===== src/rtl/tdm_demux16.sv =====
// tdm_demux16: serial slot stream to 16-bit parallel frame demultiplexer
module tdm_demux16 #(
  parameter int N     = 16,
  parameter int SEL_W = 4
) (
  input  logic             clock,
  input  logic             resetn,
  input  logic             din,
  input  logic             en,
  input  logic             sync,
  output logic [0:N-1]     w,
  output logic [SEL_W-1:0] s16,
  output logic             busy,
  output logic             done,
  output logic             err
);
  typedef enum logic {IDLE, COLLECT} state_t;
  state_t state, state_nx;
  logic [0:N-1] shadow;
  logic last;
  assign last = s16 == SEL_W'(N - 1);
  // state register
  always_ff @(posedge clock)
    state <= !resetn ? IDLE : state_nx;
  // sync always (re)starts a frame; the last slot returns to idle
  always_comb begin
    state_nx = state;
    if (en) state_nx = sync ? COLLECT : (state == COLLECT && last) ? IDLE : state;
  end
  // busy follows the registered state directly
  always_comb busy = state == COLLECT;
  // slot capture, frame publish and registered status pulses
  always_ff @(posedge clock) begin
    if (!resetn) begin
      shadow <= '0;
      w      <= '0;
      s16    <= '0;
      done   <= 1'b0;
      err    <= 1'b0;
    end else begin
      done <= busy && en && !sync && last;
      err  <= busy && en && sync;
      if (en && sync) begin
        shadow[0] <= din;
        s16       <= SEL_W'(1);
      end else if (en && busy) begin
        shadow[s16] <= din;
        s16         <= s16 + 1'b1;
        if (last) w <= {shadow[0:N-2], din};
      end
    end
  end
endmodule

===== config.mk =====
export PLATFORM = sky130hd
export DESIGN_NAME = tdm_demux16
export DESIGN_NICKNAME = d
export VERILOG_FILES = /design/src/rtl/tdm_demux16.sv
export SDC_FILE = /design/constraint.sdc
export NUM_CORES = 1
export LEC_CHECK = 0
export ABC_AREA = 0
export CAP_MARGIN = 5
export CORE_MARGIN = 2
export CORE_UTILIZATION = 30
export CTS_CLUSTER_DIAMETER = 200
export DETAILED_ROUTE_END_ITERATION = 6
export SLEW_MARGIN = 25
export SYNTH_ARGS = -nofsm -noshare
export SYNTH_HDL_FRONTEND = slang
export SYNTH_SLANG_ARGS = --single-unit

===== constraint.sdc =====
create_clock -name clock -period 1.6 [get_ports clock]
set_input_delay 0.32 -clock clock [delete_from_list [all_inputs] [get_ports clock]]
set_output_delay 0.32 -clock clock [all_outputs]
set_load 0.1 [all_outputs]

==> run_results.csv, run 1 <==
group,metric,value,unit
drt,drtPass1Iterations,4,
worst_setup_path,timing.rr.start,"s16[0]",
clocking,cts_root_buf,"clkbuf_8",
clocking,cts.repair.resized,0,
grt,grt_overflow,0,
timing,hold_viol,0,
die,dieArea,0.00615,mm2
timing,fmax,682,MHz
final_layout,area_delta_synth_final,44.8,%
timing,finClkSkew,6.60,ps
worst_hold_path,whs_endpoint,"w[10]",
die,fp-row-count,27,
drt,wl,3400,um
outcome,status,"complete, no violations",
clocking,cts_made_buffers,5,
drt,drtIter0Drc,67,
timing,finalMaxSlewViolations,0,
die,chipWidth,78.5,um
place,portBuffers,27,
place,gp_congestion,0.817,
clocking,clk_latency,300,ps
worst_setup_path,crit_start,"sync",
power_and_ir_drop,power_density,767,mW/mm2
final_layout,mostFrequentLayoutCell,"nand2_1",
timing,finalCriticalPeriod,1470,ps
die,initial_core_util,0.306,
worst_setup_path,crit_path_start_kind,"input port",
grt,grt_pass1_wl,5830,um
clocking,clock_path_buffers,2,
worst_hold_path,hold_class,"reg -> reg",
grt,grt_pass1_vias,1259,
clocking,path_clk_slew,70,ps
synth,synth_seq_cells,38,
die,die_y,78.5,um
die,core-area,0.00544,mm2
timing,rsz0062_at_grt,"false",
final_layout,num_antenna_cells,0,
synth,yosysUniqueCellTypes,30,
drt,viasPerCell,4.58,
synth,syn_inst,176,
power_and_ir_drop,finalPower,1850,uW
drt,num_vias,1292,
timing,slew-limit-headroom,0.816,
final_layout,layout-drive-gt1-share,0.238,
worst_setup_path,end_kind,"register",
grt,track_usage,0.121,
place,place_hpwl,2350,um
die,io_pins,28,
final_layout,nets,218,
worst_setup_path,ff2ff_setup_slack,130,ps
grt,antenna_found_initial,0,
worst_setup_path,critPathKind,"in -> reg",
drt,ant_nets,0,
worst_hold_path,holdPathStages,2,
worst_setup_path,cp.required,1830,ps
timing,setup_viol,0,
final_layout,post-route-util,0.443,
synth,syn-cell-area,0.00166,mm2
synth,syn-num-nets,185,
clocking,cts_setup_buffers,0,
power_and_ir_drop,ir_drop,0.328,mV
drt,route.detailed.drc,0,
worst_setup_path,r2r-end,"shadow[0]",
timing,worst_pin_slew,273,ps
synth,synth.yosys.warnings,0,
final_layout,final_cell_mix,"nand2_1, dfxtp_1, mux2i_1",
clocking,h-tree-depth,2,
worst_setup_path,reg2reg_depth,5,
clocking,cts_num_sinks,38,
worst_hold_path,min_from,"shadow[10]",
grt,grt_max_degree,30,
worst_setup_path,cp_max_fo,6,
power_and_ir_drop,leakagePower,0.000844,uW
synth,synth_seq_area_share,0.457,
flow_run,drv_cap,0,
synth,avgSynthCellArea,9.45,um2
timing,period_share,0.917,
clocking,holdBufCountCts,0,
clocking,tritoncts,"done",
worst_setup_path,arrival,1700,ps
drt,wl_per_cell,12.1,um
how the worst max path moves through the flow:
stage | end | slack (ps)
after floorplan | w[10] | 60
after global placement | shadow[1] | -170
after detailed placement | shadow[1] | -180
after CTS | shadow[0] | 130
after global routing | shadow[1] | 30
final | shadow[1] | 130
synthesized netlist by cell type:
cell | number | share of area
a21bo_2 | 1 | 0.0060
nor4bb_1 | 1 | 0.0060
clkbuf_1 | 9 | 0.020
nand2b_1 | 3 | 0.011
a21oi_1 | 2 | 0.0060
nand3_1 | 4 | 0.012
and4_1 | 1 | 0.0053
dfxtp_1 | 38 | 0.46
a21boi_0 | 1 | 0.0045
and3b_1 | 1 | 0.0053
buf_6 | 2 | 0.014
buf_2 | 2 | 0.0060
nand3b_1 | 3 | 0.014
inv_1 | 2 | 0.0045
or4_1 | 1 | 0.0045
buf_12 | 1 | 0.012
nor2_1 | 12 | 0.027
nor2b_1 | 1 | 0.0038
nor3_1 | 3 | 0.0090
nand4b_1 | 6 | 0.032
and3_1 | 1 | 0.0038
nand2_1 | 38 | 0.086
o21a_1 | 2 | 0.0090
and2_1 | 1 | 0.0038
and4_4 | 1 | 0.0068
mux2i_1 | 30 | 0.18
mux2_2 | 1 | 0.0068
nand4_1 | 2 | 0.0075
o21ai_0 | 2 | 0.0060
ha_1 | 4 | 0.030
critical path: stages:
cell	delay [ps]
clkdlybuf4s50_1	450
buf_4	170
nand4b_1	300
nor3_1	270
mux2i_1	200
sequential cells by signal (all words and copies together), names as in the netlist:
signal and count:
shadow 15, w 16, done 1, s16 4
busy 1, err 1
report_power, final:
group / internal (uW) / switching (uW) / total, uW
Combinational: 59.9 / 82.3 / 142
Sequential: 949 / 14.0 / 963
Clock: 403 / 338 / 742
Total: 1410 / 434 / 1850
logic make-up (layout without fill, tap and decap cells):
kind of cell    Yosys count  count (layout)  share of synthesized area
flops                    38              38                      0.457
compound gates            8               8                     0.0316
mux                      31              31                      0.187
buf+inv                  16              50                     0.0564
simple gates             79              79                      0.237
fa+ha+maj                 4               4                     0.0301
final cells by class:
| type | count | area [um2] |
|---|---|---|
| clock buffers | 8 | 101 |
| inverters | 2 | 7.51 |
| repair buffers | 40 | 623 |
| flip-flops and latches | 38 | 777 |
| well taps | 72 | 90.1 |
| multi-input cells | 122 | 808 |
| fillers | 516 | 3030 |
routing by layer:
metal,wire [um],vias up,GRT usage
met5,0,-,0
met4,57,0,0.0509
met3,206,6,0.0494
met2,1520,33,0.183
met1,1620,595,0.153
li1,-,658,-
metrics by stage:
stage	TNS (ps)	hold slack, ps	instances	worst slack [ps]	cell area [um2]
2_1_floorplan	0	443	176	57.9	1680
3_3_place_gp	-2420	458	274	-168	2310
3_5_place_dp	-2660	458	274	-177	2310
4_1_cts	0	476	282	130	2410
5_1_grt	0	501	282	33.1	2410
6_report	0	473	282	133	2410
Note: power is estimated with default switching activity, not from simulation.
==> run 2: changes to the inputs <==
--- a/config.mk
+++ b/config.mk
@@ -11,6 +11,7 @@
 export CORE_UTILIZATION = 30
 export CTS_CLUSTER_DIAMETER = 200
 export DETAILED_ROUTE_END_ITERATION = 6
+export RECOVER_POWER = 25
 export SLEW_MARGIN = 25
 export SYNTH_ARGS = -nofsm -noshare
 export SYNTH_HDL_FRONTEND = slang
==> run_results.csv, run 2 (synthesized netlist as in run 1, its figures left out) <==
group,metric,value,unit
drt,wl_met3,202,um
timing,worst_pin_slew,541,ps
power_and_ir_drop,power_switching_share,0.236,
grt,grt_max_degree,30,
place,place_inst,274,
die,core-area,0.00544,mm2
power_and_ir_drop,p_comb_frac,0.072,
timing,hold_viol,0,
die,die_y,78.5,um
final_layout,nets,218,
worst_setup_path,arrival,1710,ps
worst_setup_path,cp_max_fo,6,
final_layout,post-route-util,0.406,
drt,wl,3430,um
final_layout,largest_reg_flops,16,
final_layout,layout-drive-gt1-share,0.233,
timing,finalMaxSlewViolations,0,
worst_setup_path,r2r-end,"shadow[0]",
worst_setup_path,ff2ff_setup_slack,150,ps
final_layout,area_delta_synth_final,32.8,%
final_layout,fillers,541,
grt,track_usage,0.121,
power_and_ir_drop,pwr-share-seq,0.523,
final_layout,final_cell_mix,"nand2_1, dfxtp_1, mux2i_1",
final_layout,top_regs,"w: 16 flops, shadow: 15 flops, s16: 4 flops",
power_and_ir_drop,clkPwrFrac,0.405,
worst_setup_path,critPathKind,"in -> reg",
clocking,cts_made_buffers,5,
outcome,status,"complete, no violations",
worst_hold_path,holdPathStages,2,
power_and_ir_drop,power.switching,434,uW
timing,fmax,679,MHz
timing,period_share,0.920,
grt,grt_pass1_wl,5830,um
final_layout,mostFrequentLayoutCell,"nand2_1",
power_and_ir_drop,leakagePower,0.000796,uW
power_and_ir_drop,ir_drop,0.328,mV
place,gp_congestion,0.817,
worst_hold_path,min_from,"w[1]",
timing,setup_viol,0,
drt,drtIter0Drc,43,
worst_setup_path,cp.required,1830,ps
clocking,tritoncts,"done",
drt,routed.top_layer,"met4",
clocking,holdBufCountCts,0,
clocking,clk_latency,300,ps
clocking,cts_root_buf,"clkbuf_8",
grt,grt_overflow,0,
drt,route.detailed.drc,0,
drt,num_vias,1291,
grt,grt_pass1_vias,1259,
grt,antenna_found_initial,0,
flow_run,drv_cap,0,
clocking,h-tree-depth,2,
die,dieArea,0.00615,mm2
timing,finClkSkew,7.08,ps
power_and_ir_drop,power_density,831,mW/mm2
die,fp-row-count,27,
die,initial_core_util,0.306,
timing,finalCriticalPeriod,1470,ps
drt,ant_nets,0,
final_layout,finalNonFillerCells,282,
power_and_ir_drop,finalPower,1840,uW
drt,drtPass1Iterations,4,
final_layout,regArea,777,um2
worst_setup_path,reg2reg_depth,5,
drt,wl_per_cell,12.1,um
drt,met1_length,1650,um
worst_setup_path,end_kind,"register",
worst_hold_path,hold_class,"reg -> reg",
worst_setup_path,timing.rr.start,"s16[0]",
timing,rsz0062_at_grt,"false",
place,portBuffers,27,
power_and_ir_drop,internal_power,1400,uW
worst_setup_path,crit_path_start_kind,"input port",
clocking,cts.repair.resized,0,
clocking,cts_num_sinks,38,
timing,finalWorstSetupSlack,128,ps
clocking,clock_path_buffers,2,
timing,slew-limit-headroom,0.641,
die,io_pins,28,
final_layout,multi_input_area,808,um2
clocking,path_clk_slew,80,ps
place,place_hpwl,2350,um
drt,viasPerCell,4.58,
place,post-place-ws,-177,ps
die,chipWidth,78.5,um
worst_hold_path,whs_endpoint,"w[1]",
clocking,cts_setup_buffers,0,
final_layout,regMostFlops,"w",
drt,wl_met2,1520,um
final_layout,num_antenna_cells,0,
-- run 2: routing by layer --
| metal | GRT usage | vias to the layer above |
|---|---|---|
| met5 | 0 | - |
| met4 | 0.0509 | 0 |
| met3 | 0.0494 | 6 |
| met2 | 0.183 | 31 |
| met1 | 0.153 | 595 |
| li1 | - | 659 |
-- run 2: how the worst max path moves through the flow --
stage	cells past startpoint	start	slack, ps	endpoint
5_1_grt	5	sync	30	shadow[1]
3_5_place_dp	5	sync	-180	shadow[1]
4_1_cts	5	s16[0]	130	shadow[0]
3_3_place_gp	5	sync	-170	shadow[1]
6_report	5	sync	130	shadow[1]
2_1_floorplan	5	s16[1]	60	w[10]
-- run 2: through the flow --
step                instance area, um2  hold WS, ps  TNS, ps
finish                            2210          463        0
global placement                  2310          458    -2420
floorplan                         1680          443        0
CTS                               2410          476        0
global route                      2210          490        0
detailed placement                2310          458    -2660
-- run 2: critical path, cell delays in order --
cell and delay, ps:
clkdlybuf4s50_1 450, buf_4 170, nand4b_1 300, nor3_1 270, mux2i_1 200
-- run 2: power by group through the flow --
stage	Combinational, uW	Sequential, uW	Clock (uW)
floorplan	56.6	1010	0
global placement	142	985	0
detailed placement	143	984	0
CTS	143	962	768
global route	143	962	808
finish	132	961	743
-- run 2: cell type report --
cell class / instances / share of cell area
clock buffers: 8 / 0.0459
inverters: 2 / 0.00340
multi-input cells: 122 / 0.366
flip-flops and latches: 38 / 0.352
well taps: 72 / 0.0408
repair buffers: 40 / 0.192
==> run 3: changes to the inputs <==
--- a/config.mk
+++ b/config.mk
@@ -16,3 +16,4 @@
 export SYNTH_ARGS = -nofsm -noshare
 export SYNTH_HDL_FRONTEND = slang
 export SYNTH_SLANG_ARGS = --single-unit
+export TNS_END_PERCENT = 50
==> results of run 3 <==
Final layout, timing and power as in run 2 (identical DEF).
